### src/rtl/mmio_uart_tx_pkg.sv
// Shared constants for the memory-mapped UART transmitter: register word
// indices, FSM encodings, STATUS/CTRL bit positions and the bit-time helper.
package mmio_uart_tx_pkg;

    localparam logic [1:0] UART_TX_DATA   = 2'd0;
    localparam logic [1:0] UART_TX_STATUS = 2'd1;
    localparam logic [1:0] UART_TX_CTRL   = 2'd2;
    localparam logic [1:0] UART_TX_DIV    = 2'd3;

    typedef enum logic [2:0] {
        ST_IDLE   = 3'd0,
        ST_START  = 3'd1,
        ST_DATA   = 3'd2,
        ST_PARITY = 3'd3,
        ST_STOP   = 3'd4
    } uart_state_t;

    localparam int STAT_BUSY      = 0;
    localparam int STAT_FULL      = 1;
    localparam int STAT_EMPTY     = 2;
    localparam int STAT_OVF       = 3;
    localparam int STAT_COUNT_LSB = 8;

    localparam int CTRL_EN       = 0;
    localparam int CTRL_IRQ_EN   = 1;
    localparam int CTRL_PAR_ODD  = 2;

    // Down-counter reload for one bit time; a divisor of 0 behaves as 1.
    function automatic logic [15:0] bit_reload(input logic [15:0] div);
        return (div == 16'd0) ? 16'd0 : div - 16'd1;
    endfunction

endpackage

### src/rtl/mmio_uart_tx_fifo.sv
// Synchronous byte FIFO for the UART transmitter; a pop in the same cycle
// lets a push into a full FIFO through.
module uart_tx_fifo #(
    parameter int DEPTH = 8,
    parameter int WIDTH = 8
) (
    input  logic                     clk,
    input  logic                     reset,
    input  logic                     push,
    input  logic                     pop,
    input  logic [WIDTH-1:0]         din,
    output logic [WIDTH-1:0]         dout,
    output logic                     full,
    output logic                     empty,
    output logic [$clog2(DEPTH):0]   count
);
    localparam int AW = $clog2(DEPTH);
    localparam int CW = AW + 1;

    logic [WIDTH-1:0] mem [DEPTH];
    logic [AW-1:0]    wr_ptr;
    logic [AW-1:0]    rd_ptr;
    logic             do_push;
    logic             do_pop;

    assign empty   = (count == '0);
    assign full    = (count == CW'(DEPTH));
    assign do_pop  = pop && !empty;
    assign do_push = push && (!full || do_pop);
    assign dout    = mem[rd_ptr];

    always_ff @(posedge clk or posedge reset) begin
        if (reset) begin
            wr_ptr <= '0;
            rd_ptr <= '0;
            count  <= '0;
        end else begin
            if (do_push) wr_ptr <= wr_ptr + AW'(1);
            if (do_pop)  rd_ptr <= rd_ptr + AW'(1);
            case ({do_push, do_pop})
                2'b10:   count <= count + CW'(1);
                2'b01:   count <= count - CW'(1);
                default: ;
            endcase
        end
    end

    always_ff @(posedge clk) begin
        if (do_push) mem[wr_ptr] <= din;
    end

endmodule

### src/rtl/mmio_uart_tx.sv
// Memory-mapped 8N1 UART transmitter with byte FIFO and drain interrupt.
// Optional even/odd parity bit is compiled in with UART_TX_PARITY_EN.
module mmio_uart_tx
    import mmio_uart_tx_pkg::*;
#(
    parameter int          FIFO_DEPTH = 8,
    parameter logic [15:0] DIV_RESET  = 16'd434
) (
    input  logic        clk,
    input  logic        reset,
    input  logic [31:2] Addr,
    input  logic        WE,
    input  logic [31:0] Din,
    output logic [31:0] Dout,
    output logic        IRQ,
    output logic        txd
);
    localparam int CW = $clog2(FIFO_DEPTH) + 1;

    uart_state_t   state, state_n;
    logic [15:0]   divisor, cnt, cnt_n, reload;
    logic [2:0]    bit_idx, bit_idx_n;
    logic [7:0]    shreg, shreg_n, fifo_dout;
    logic          enable, irq_en, overflow;
    logic          txd_n, pop, push, bit_end;
    logic          fifo_full, fifo_empty;
    logic [CW-1:0] fifo_count;
    logic [3:0]    count4;
    logic          unused_bits;
`ifdef UART_TX_PARITY_EN
    logic          par_odd, par_bit;
`endif

    assign push        = WE && (Addr[3:2] == UART_TX_DATA);
    assign reload      = bit_reload(divisor);
    assign bit_end     = (cnt == 16'd0);
    assign count4      = 4'(fifo_count);
    assign unused_bits = ^{Addr[31:4], Din[31:16]};

    uart_tx_fifo #(.DEPTH(FIFO_DEPTH), .WIDTH(8)) u_fifo (
        .clk   (clk),
        .reset (reset),
        .push  (push),
        .pop   (pop),
        .din   (Din[7:0]),
        .dout  (fifo_dout),
        .full  (fifo_full),
        .empty (fifo_empty),
        .count (fifo_count)
    );

    always_ff @(posedge clk or posedge reset) begin
        if (reset) begin
            enable   <= 1'b0;
            irq_en   <= 1'b0;
            divisor  <= DIV_RESET;
            overflow <= 1'b0;
        end else if (WE) begin
            case (Addr[3:2])
                UART_TX_STATUS: overflow <= 1'b0;
                UART_TX_CTRL: begin
                    enable <= Din[CTRL_EN];
                    irq_en <= Din[CTRL_IRQ_EN];
                end
                UART_TX_DIV:    divisor <= Din[15:0];
                default:        if (fifo_full && !pop) overflow <= 1'b1;
            endcase
        end
    end

`ifdef UART_TX_PARITY_EN
    always_ff @(posedge clk or posedge reset) begin
        if (reset)                                  par_odd <= 1'b0;
        else if (WE && Addr[3:2] == UART_TX_CTRL)   par_odd <= Din[CTRL_PAR_ODD];
    end

    // Parity is fixed for the frame at the moment the byte is popped.
    always_ff @(posedge clk) begin
        if (pop) par_bit <= (^fifo_dout) ^ par_odd;
    end
`endif

    always_ff @(posedge clk or posedge reset) begin
        if (reset) begin
            state   <= ST_IDLE;
            cnt     <= 16'd0;
            bit_idx <= 3'd0;
            txd     <= 1'b1;
            IRQ     <= 1'b0;
        end else begin
            state   <= state_n;
            cnt     <= cnt_n;
            bit_idx <= bit_idx_n;
            txd     <= txd_n;
            IRQ     <= irq_en && fifo_empty && (state == ST_IDLE);
        end
    end

    always_ff @(posedge clk) begin
        shreg <= shreg_n;
    end

    // Next-state logic; the divisor is sampled only when a bit time starts.
    always_comb begin
        state_n   = state;
        cnt_n     = cnt;
        bit_idx_n = bit_idx;
        shreg_n   = shreg;
        pop       = 1'b0;
        case (state)
            ST_IDLE: begin
                if (enable && !fifo_empty) begin
                    pop     = 1'b1;
                    shreg_n = fifo_dout;
                    cnt_n   = reload;
                    state_n = ST_START;
                end
            end
            ST_START: begin
                if (bit_end) begin
                    bit_idx_n = 3'd0;
                    cnt_n     = reload;
                    state_n   = ST_DATA;
                end else cnt_n = cnt - 16'd1;
            end
            ST_DATA: begin
                if (bit_end) begin
                    cnt_n = reload;
                    if (bit_idx == 3'd7) begin
`ifdef UART_TX_PARITY_EN
                        state_n = ST_PARITY;
`else
                        state_n = ST_STOP;
`endif
                    end else begin
                        bit_idx_n = bit_idx + 3'd1;
                        shreg_n   = {1'b0, shreg[7:1]};
                    end
                end else cnt_n = cnt - 16'd1;
            end
`ifdef UART_TX_PARITY_EN
            ST_PARITY: begin
                if (bit_end) begin
                    cnt_n   = reload;
                    state_n = ST_STOP;
                end else cnt_n = cnt - 16'd1;
            end
`endif
            ST_STOP: begin
                if (bit_end) state_n = ST_IDLE;
                else         cnt_n   = cnt - 16'd1;
            end
            default: state_n = ST_IDLE;
        endcase

        case (state_n)
            ST_START: txd_n = 1'b0;
            ST_DATA:  txd_n = shreg_n[0];
`ifdef UART_TX_PARITY_EN
            ST_PARITY: txd_n = par_bit_src();
`endif
            default:  txd_n = 1'b1;
        endcase
    end

`ifdef UART_TX_PARITY_EN
    function automatic logic par_bit_src();
        return par_bit;
    endfunction
`endif

    always_comb begin
        Dout = 32'd0;
        case (Addr[3:2])
            UART_TX_STATUS: begin
                Dout[STAT_BUSY]              = (state != ST_IDLE);
                Dout[STAT_FULL]              = fifo_full;
                Dout[STAT_EMPTY]             = fifo_empty;
                Dout[STAT_OVF]               = overflow;
                Dout[STAT_COUNT_LSB +: 4]    = count4;
            end
            UART_TX_CTRL: begin
                Dout[CTRL_EN]     = enable;
                Dout[CTRL_IRQ_EN] = irq_en;
`ifdef UART_TX_PARITY_EN
                Dout[CTRL_PAR_ODD] = par_odd;
`else
                Dout[CTRL_PAR_ODD] = 1'b0;
`endif
            end
            UART_TX_DIV: Dout[15:0] = divisor;
            default:     ;
        endcase
    end

endmodule

### config.mk
export PLATFORM = sky130hd
export DESIGN_NAME = mmio_uart_tx
export DESIGN_NICKNAME = d
export VERILOG_FILES = /design/src/rtl/mmio_uart_tx_pkg.sv /design/src/rtl/mmio_uart_tx_fifo.sv /design/src/rtl/mmio_uart_tx.sv
export SDC_FILE = /design/constraint.sdc
export NUM_CORES = 1
export LEC_CHECK = 0
export CORE_MARGIN = 5
export CORE_UTILIZATION = 55
export CTS_CLUSTER_DIAMETER = 30
export CTS_CLUSTER_SIZE = 30
export DETAILED_ROUTE_END_ITERATION = 8
export PLACE_DENSITY = 0.89
export SLEW_MARGIN = 15
export SYNTH_ARGS = -nofsm -noshare
export SYNTH_HDL_FRONTEND = slang
export SYNTH_HIERARCHICAL = 1
export SYNTH_SLANG_ARGS = --single-unit
### constraint.sdc
create_clock -name clk -period 7.1 [get_ports clk]
set_input_delay 0.71 -clock clk [delete_from_list [all_inputs] [get_ports clk]]
set_output_delay 0.71 -clock clk [all_outputs]
set_load 0.01 [all_outputs]
Word level (Yosys, flattened, before mapping)
Memory sizes are Yosys's and may differ from the RTL's.
Cells that the tools add are included.
{"block": "totals", "ff_bits": 61, "ram_bits": 64, "input_bits": 65, "output_inout_bits": 34, "wordCells": 102, "memories": 1}
{"block": "op_classes", "add_sub_neg": 7, "eq_ne": 17, "n_mux": 32, "bitwise": 1, "n_reduce_logical": 30}
{"name": "u_fifo.mem", "words": 8, "word_bits": 8, "rd": 1, "rd_clocked_by_memory_dff": 0, "write_ports": 1, "line_no": "mmio_uart_tx_fifo.sv:20", "source": "logic [WIDTH-1:0] mem [DEPTH];"}
{"operator": "$mux W16", "n": 4}
{"operator": "$pmux W16 S3", "n": 1}
{"operator": "$logic_not A16 Y1", "n": 2}
{"operator": "$sub A16 B1 Y16 const B", "n": 2}
{"operator": "$mux W3", "n": 8}
{"operator": "$mux W8", "n": 3}
{"operator": "$pmux W4 S2", "n": 2}
{"operator": "$pmux W8 S2", "n": 1}
{"operator": "$pmux W3 S4", "n": 1}
{"operator": "$add A3 B1 Y3 const B", "n": 3}
{"operator": "$pmux W3 S3", "n": 1}
{"operator": "$mux W4", "n": 2}
{"operator": "$ne A2 B2 Y1 const B", "n": 4}
{"operator": "$reduce_and A4 Y1", "n": 2}
{"operator": "$reduce_bool A2 Y1", "n": 4}
{"operator": "$logic_and A1 B1 Y1", "n": 7}
{"operator": "$eq A2 B2 Y1 const B", "n": 3}
{"operator": "$eq A3 B1 Y1 const B", "n": 2}
{"operator": "$eq A3 B2 Y1 const B", "n": 2}
{"operator": "$eq A3 B3 Y1 const B", "n": 2}
{"operator": "$pmux W1 S2", "n": 3}
{"operator": "$pmux W3 S2", "n": 1}
{"operator": "$reduce_and A3 Y1", "n": 2}
{"operator": "$reduce_bool A3 Y1", "n": 2}
{"operator": "other kinds (14)", "n": 23}

Depth between registers and ports, before layout
{"block": "logic_depth", "word_depth": 10, "depth_mapped": 14, "ltp_nobuf": 13}

Hierarchy
Netlist, hierarchy kept.
{"mod": "mmio_uart_tx", "instances": 1, "cells_each": 331, "area_per_inst_um2": 3223.1, "seq_area_each_um2": 1313.8}
{"mod": "uart_tx_fifo", "instances": 1, "cells_each": 165, "area_per_inst_um2": 3135.5, "seq_area_each_um2": 2172.1}

Least setup slack after synthesis
No wires, ideal clock.
{"block": "synth_path", "path_type": "input-to-reg", "start": "input port Addr[3] (netlist name)", "end": "register u_fifo.count[3]", "setup_time_ps": 69, "t_arrival_ps": 2912, "t_required_ps": 7031, "slack_ps": 4119, "path_stages": 11, "n_path_buf": 2, "path_cell_list": "clkbuf_1 > nor2b_1 > nor2b_1 > buf_2 > or2_2 > inv_1 > ha_1 > or2_2 > nand3_1 > mux2_2 > nand3b_1"}
{"block": "synth_between", "elab_chain_cells": 5, "word_cells_on_any_way": 7, "cone_classes": "2 x eq/ne; 1 x mux; 4 x reduce/logical"}
{"item": "start, declared", "line_no": "mmio_uart_tx.sv:11", "source": "input logic [31:2] Addr,"}
{"item": "$logic_not A2 Y1 *", "line_no": "mmio_uart_tx.sv:34", "source": "assign push = WE && (Addr[3:2] == UART_TX_DATA);"}
{"item": "$logic_and A1 B1 Y1 *", "line_no": "mmio_uart_tx.sv:34"}
{"item": "named net push", "line_no": "mmio_uart_tx.sv:25", "source": "logic txd_n, pop, push, bit_end;"}
{"item": "$logic_and A1 B1 Y1 *", "line_no": "mmio_uart_tx_fifo.sv:29", "source": "assign do_push = push && (!full || do_pop);"}
{"item": "$eq A2 B1 Y1 / $eq A2 B2 Y1 (equally long branches)", "line_no": "mmio_uart_tx_fifo.sv:40", "source": "case ({do_push, do_pop})"}
{"item": "$pmux W4 S2 / $reduce_bool A2 Y1 (equally long branches)"}
{"item": "end signal, assigned", "line_no": "mmio_uart_tx_fifo.sv:41", "source": "2'b10: count <= count + CW'(1);"}
{"item": "end signal, assigned", "line_no": "mmio_uart_tx_fifo.sv:42", "source": "2'b01: count <= count - CW'(1);"}
{"item": "end, declared", "line_no": "mmio_uart_tx_fifo.sv:15", "source": "output logic [$clog2(DEPTH):0] count"}
Mark *: on every way through the listed nets, which the timed path passes. The rest lies on a longest branch.
A chain may end at the register's enable or synchronous reset.

Final worst setup path
{"block": "layout_path", "start": "input port Addr[3] (netlist name)", "end": "memory u_fifo.mem[1][7], enable pin"}
{"block": "layout_between", "elab_chain_cells": 5}
{"item": "$logic_not A2 Y1", "line_no": "mmio_uart_tx.sv:34"}
{"item": "$logic_and A1 B1 Y1", "line_no": "mmio_uart_tx.sv:34"}
{"item": "named net push", "line_no": "mmio_uart_tx.sv:25"}
{"item": "$logic_and A1 B1 Y1", "line_no": "mmio_uart_tx_fifo.sv:29"}
{"item": "$mux W1", "line_no": "mmio_uart_tx_fifo.sv:49", "source": "if (do_push) mem[wr_ptr] <= din;"}
{"item": "$mux W1 (not written as such)", "line_no": "mmio_uart_tx_fifo.sv:49"}
{"item": "end, declared", "line_no": "mmio_uart_tx_fifo.sv:20"}
The timed path passes the listed nets, and every way through them passes these cells.

==> flow_summary.json <==
{
  "r2r_cells": 13,
  "drv_slew": 0,
  "grt_max_degree": 44,
  "rsz0062_at_grt": "false",
  "final.min_clock_period_ns": 3.82,
  "h-tree-depth": 4,
  "cts_hold_buffers": 0,
  "area_growth_pct": 15.9,
  "drt-initial-drc-count": 444,
  "relSlewSlack": 0.328,
  "min_path_type": "flop to flop",
  "cp-end-kind": "flop",
  "pin_count": 99,
  "cp-startpoint": "Addr[3]",
  "finalSetupTns_ns": 0,
  "grt_pass1_vias": 4341,
  "worstSetupPathType": "input port to flop",
  "cts_root_buf": "clkbuf_16",
  "clk_latency_ns": 0.42,
  "ys.flop_type": "edfxtp_1",
  "post_cts_buffers": 0,
  "vdd_ir_drop_max_uv": 247,
  "ys_seq_area_frac": 0.548,
  "yosys_warnings": 6,
  "syn_area_per_cell_um2": 12.8,
  "power.leakage_nw": 2.85,
  "grt_antenna_before_repair": 0,
  "startpoint_type": "input port",
  "ctsResizeCount": 0,
  "die_area_um2": 13800,
  "drt_first_pass_iters": 5,
  "synth_top_area_share": 0.335,
  "wl_per_cell_um": 21.0,
  "die_w_um": 118,
  "via_per_inst": 6.28,
  "fin_crit_sh": 0.537,
  "grt_use_met3": 0.0577,
  "setup_viol": 0,
  "powerDensity_nw_per_um2": 376,
  "rows": 39,
  "n_antenna_cell": 0,
  "grt_util_met1": 0.272,
  "rr_startpoint": "u_fifo/count[0]",
  "hold_violations": 0,
  "worstMarginPinSlew_ns": 1.01,
  "crit_required_ns": 7.23,
  "async_flop_share": 0.424,
  "ys_ff_latch": 125,
  "synth_most_common_cell": "edfxtp_1",
  "synth_cell_types": 66,
  "cts_tree": "built",
  "finalWirelength_mm": 14.5,
  "use_met2": 0.356,
  "worstSetupEndpoint": "u_fifo/mem[1][7]",
  "yosysTopAreaCell": "edfxtp_1",
  "pre_cts_ws_ns": 3.07,
  "synth.cell_area_um2": 6360,
  "portBuffers": 38,
  "start_util": 0.559,
  "coreArea_um2": 11400,
  "cp_max_fo": 20,
  "fmax_mhz": 262,
  "synthTopCellsByArea": "edfxtp_1 34%, dfrtp_1 18%, mux2_2 5.8%, mux4_1 5.0%, dfstp_2 2.5%",
  "gr-total-overflow": 0,
  "synthCells": 496,
  "cts_buffer_depth": 2,
  "grtUsageTotal": 0.215,
  "die_y_um": 118,
  "ant_nets": 0,
  "ff2ff_setup_slack_ns": 3.29,
  "arrival_ns": 3.95,
  "synth_edf_count": 71,
  "finalClockSkew_ns": 0.00909,
  "hpwl_mm": 9.40,
  "r2r_end": "u_fifo/count[3]",
  "place_congestion": 0.876,
  "nets": 608,
  "synth_common_cells": "71 x edfxtp_1, 47 x dfrtp_1, 34 x nor2_1",
  "fin_ws_ns": 3.28,
  "remaining_drc_errors": 0,
  "grt_pass1_wl_mm": 23.4,
  "status": "complete, no violations",
  "clock-sinks": 125,
  "grt-busiest-layer": "met2",
  "num_vias": 4333,
  "cts_buffers": 17,
  "maxCapViolCount": 0,
  "path_clk_slew_ns": 0.06,
  "drive_gt1_frac": 0.170
}
power by group:
group	total, W	internal (W)	leakage, nW	switching (W)
clock network	0.000881	0.000510	0.304	0.000372
logic	0.000780	0.000391	1.26	0.000388
registers	0.00111	0.000901	1.29	0.000205
total	0.00277	0.00180	2.85	0.000965
layout make-up:
| cell class | count | area (um^2) |
|---|---|---|
| Clock buffer | 17 | 425 |
| Multi-Input combinational cell | 334 | 2630 |
| Inverter | 15 | 56.3 |
| Timing Repair Buffer | 41 | 403 |
| Tap cell | 143 | 179 |
| Sequential cell | 125 | 3490 |
| Fill cell | 770 | 4000 |
| Clock inverter | 15 | 188 |
through the flow:
stage / hold WS [ns] / util / std cells / area (um^2) / power (W)
CTS: 0.483 / 0.648 / 690 / 7370 / 0.00276
global route: 0.532 / 0.648 / 690 / 7370 / 0.00290
detailed placement: 0.464 / 0.594 / 658 / 6750 / 0.00186
global placement: 0.458 / 0.594 / 658 / 6750 / 0.00181
finish: 0.485 / 0.648 / 690 / 7370 / 0.00277
floorplan: 0.442 / - / 511 / 6410 / 0.00167
cell families (layout without fill, tap and decap cells):
group,after synthesis,in the layout,share of synthesized area
buffers and inverters,52,88,0.0470
and+or+nand+nor,162,162,0.138
adders and majority gates,10,10,0.0205
muxes,60,60,0.140
AOI/OAI and AO/OA,71,71,0.0850
xor gates and xnor gates,15,15,0.0207
other,1,16,0.000590
DFF,125,125,0.548
critical path: stages:
cell,delay (ns)
clkdlybuf4s50_1,0.83
nor2b_1,0.45
nor2b_1,0.60
o21a_1,0.29
nand2_1,0.13
nor3_1,0.64
buf_4,0.28
cell usage in the layout (no fill, tap or decap), drive strengths merged, types with 3 or more instances in the layout:
cell type,Yosys,final
xor2,6,6
and2,4,4
dfstp,6,6
o21ai,19,19
a21oi,10,10
buf,27,3
mux4,16,16
o211ai,3,3
nand3,10,10
clkdlybuf4s50,0,38
nor3,16,16
and3,12,12
nand2b,9,9
mux2i,10,10
clkbuf,10,17
nor4b,3,3
conb,1,16
a22o,7,7
a211o,4,4
nand2,32,32
inv,15,27
mux2,34,34
xnor2,9,9
nor2b,13,13
nor2,34,34
or4,3,3
o22ai,4,4
or2,3,3
nand4,5,5
ha,8,8
a221o,6,6
edfxtp,71,71
or3,5,5
nor4,8,8
dfrtp,47,47
o41ai,4,4
flip-flops by register name, indices dropped and copies added (netlist names):
signal / flops
state: 3
u_fifo/wr_ptr: 3
IRQ: 1
shreg: 8
irq_en: 1
overflow: 1
enable: 1
divisor: 16
bit_idx: 3
u_fifo/count: 4
cnt: 16
txd: 1
u_fifo/rd_ptr: 3
u_fifo/mem: 64
layer usage:
layer  routed length (um)  share of wire
met2                 7460           0.51
met1                 5620           0.39
met5                    0              0
met4                  321          0.022
met3                 1080          0.075
how the worst min path moves through the flow:
stage                     from          to  slack (ns)  depth (start not counted)
floorplan           bit_idx[1]  bit_idx[1]        0.44                          2
global placement    bit_idx[1]  bit_idx[1]        0.46                          2
detailed placement  bit_idx[1]  bit_idx[1]        0.46                          2
CTS                 bit_idx[1]  bit_idx[1]        0.48                          2
global route          shreg[1]    shreg[0]        0.53                          2
finish              bit_idx[1]  bit_idx[1]        0.49                          2
(Power assumes the default switching activity.)
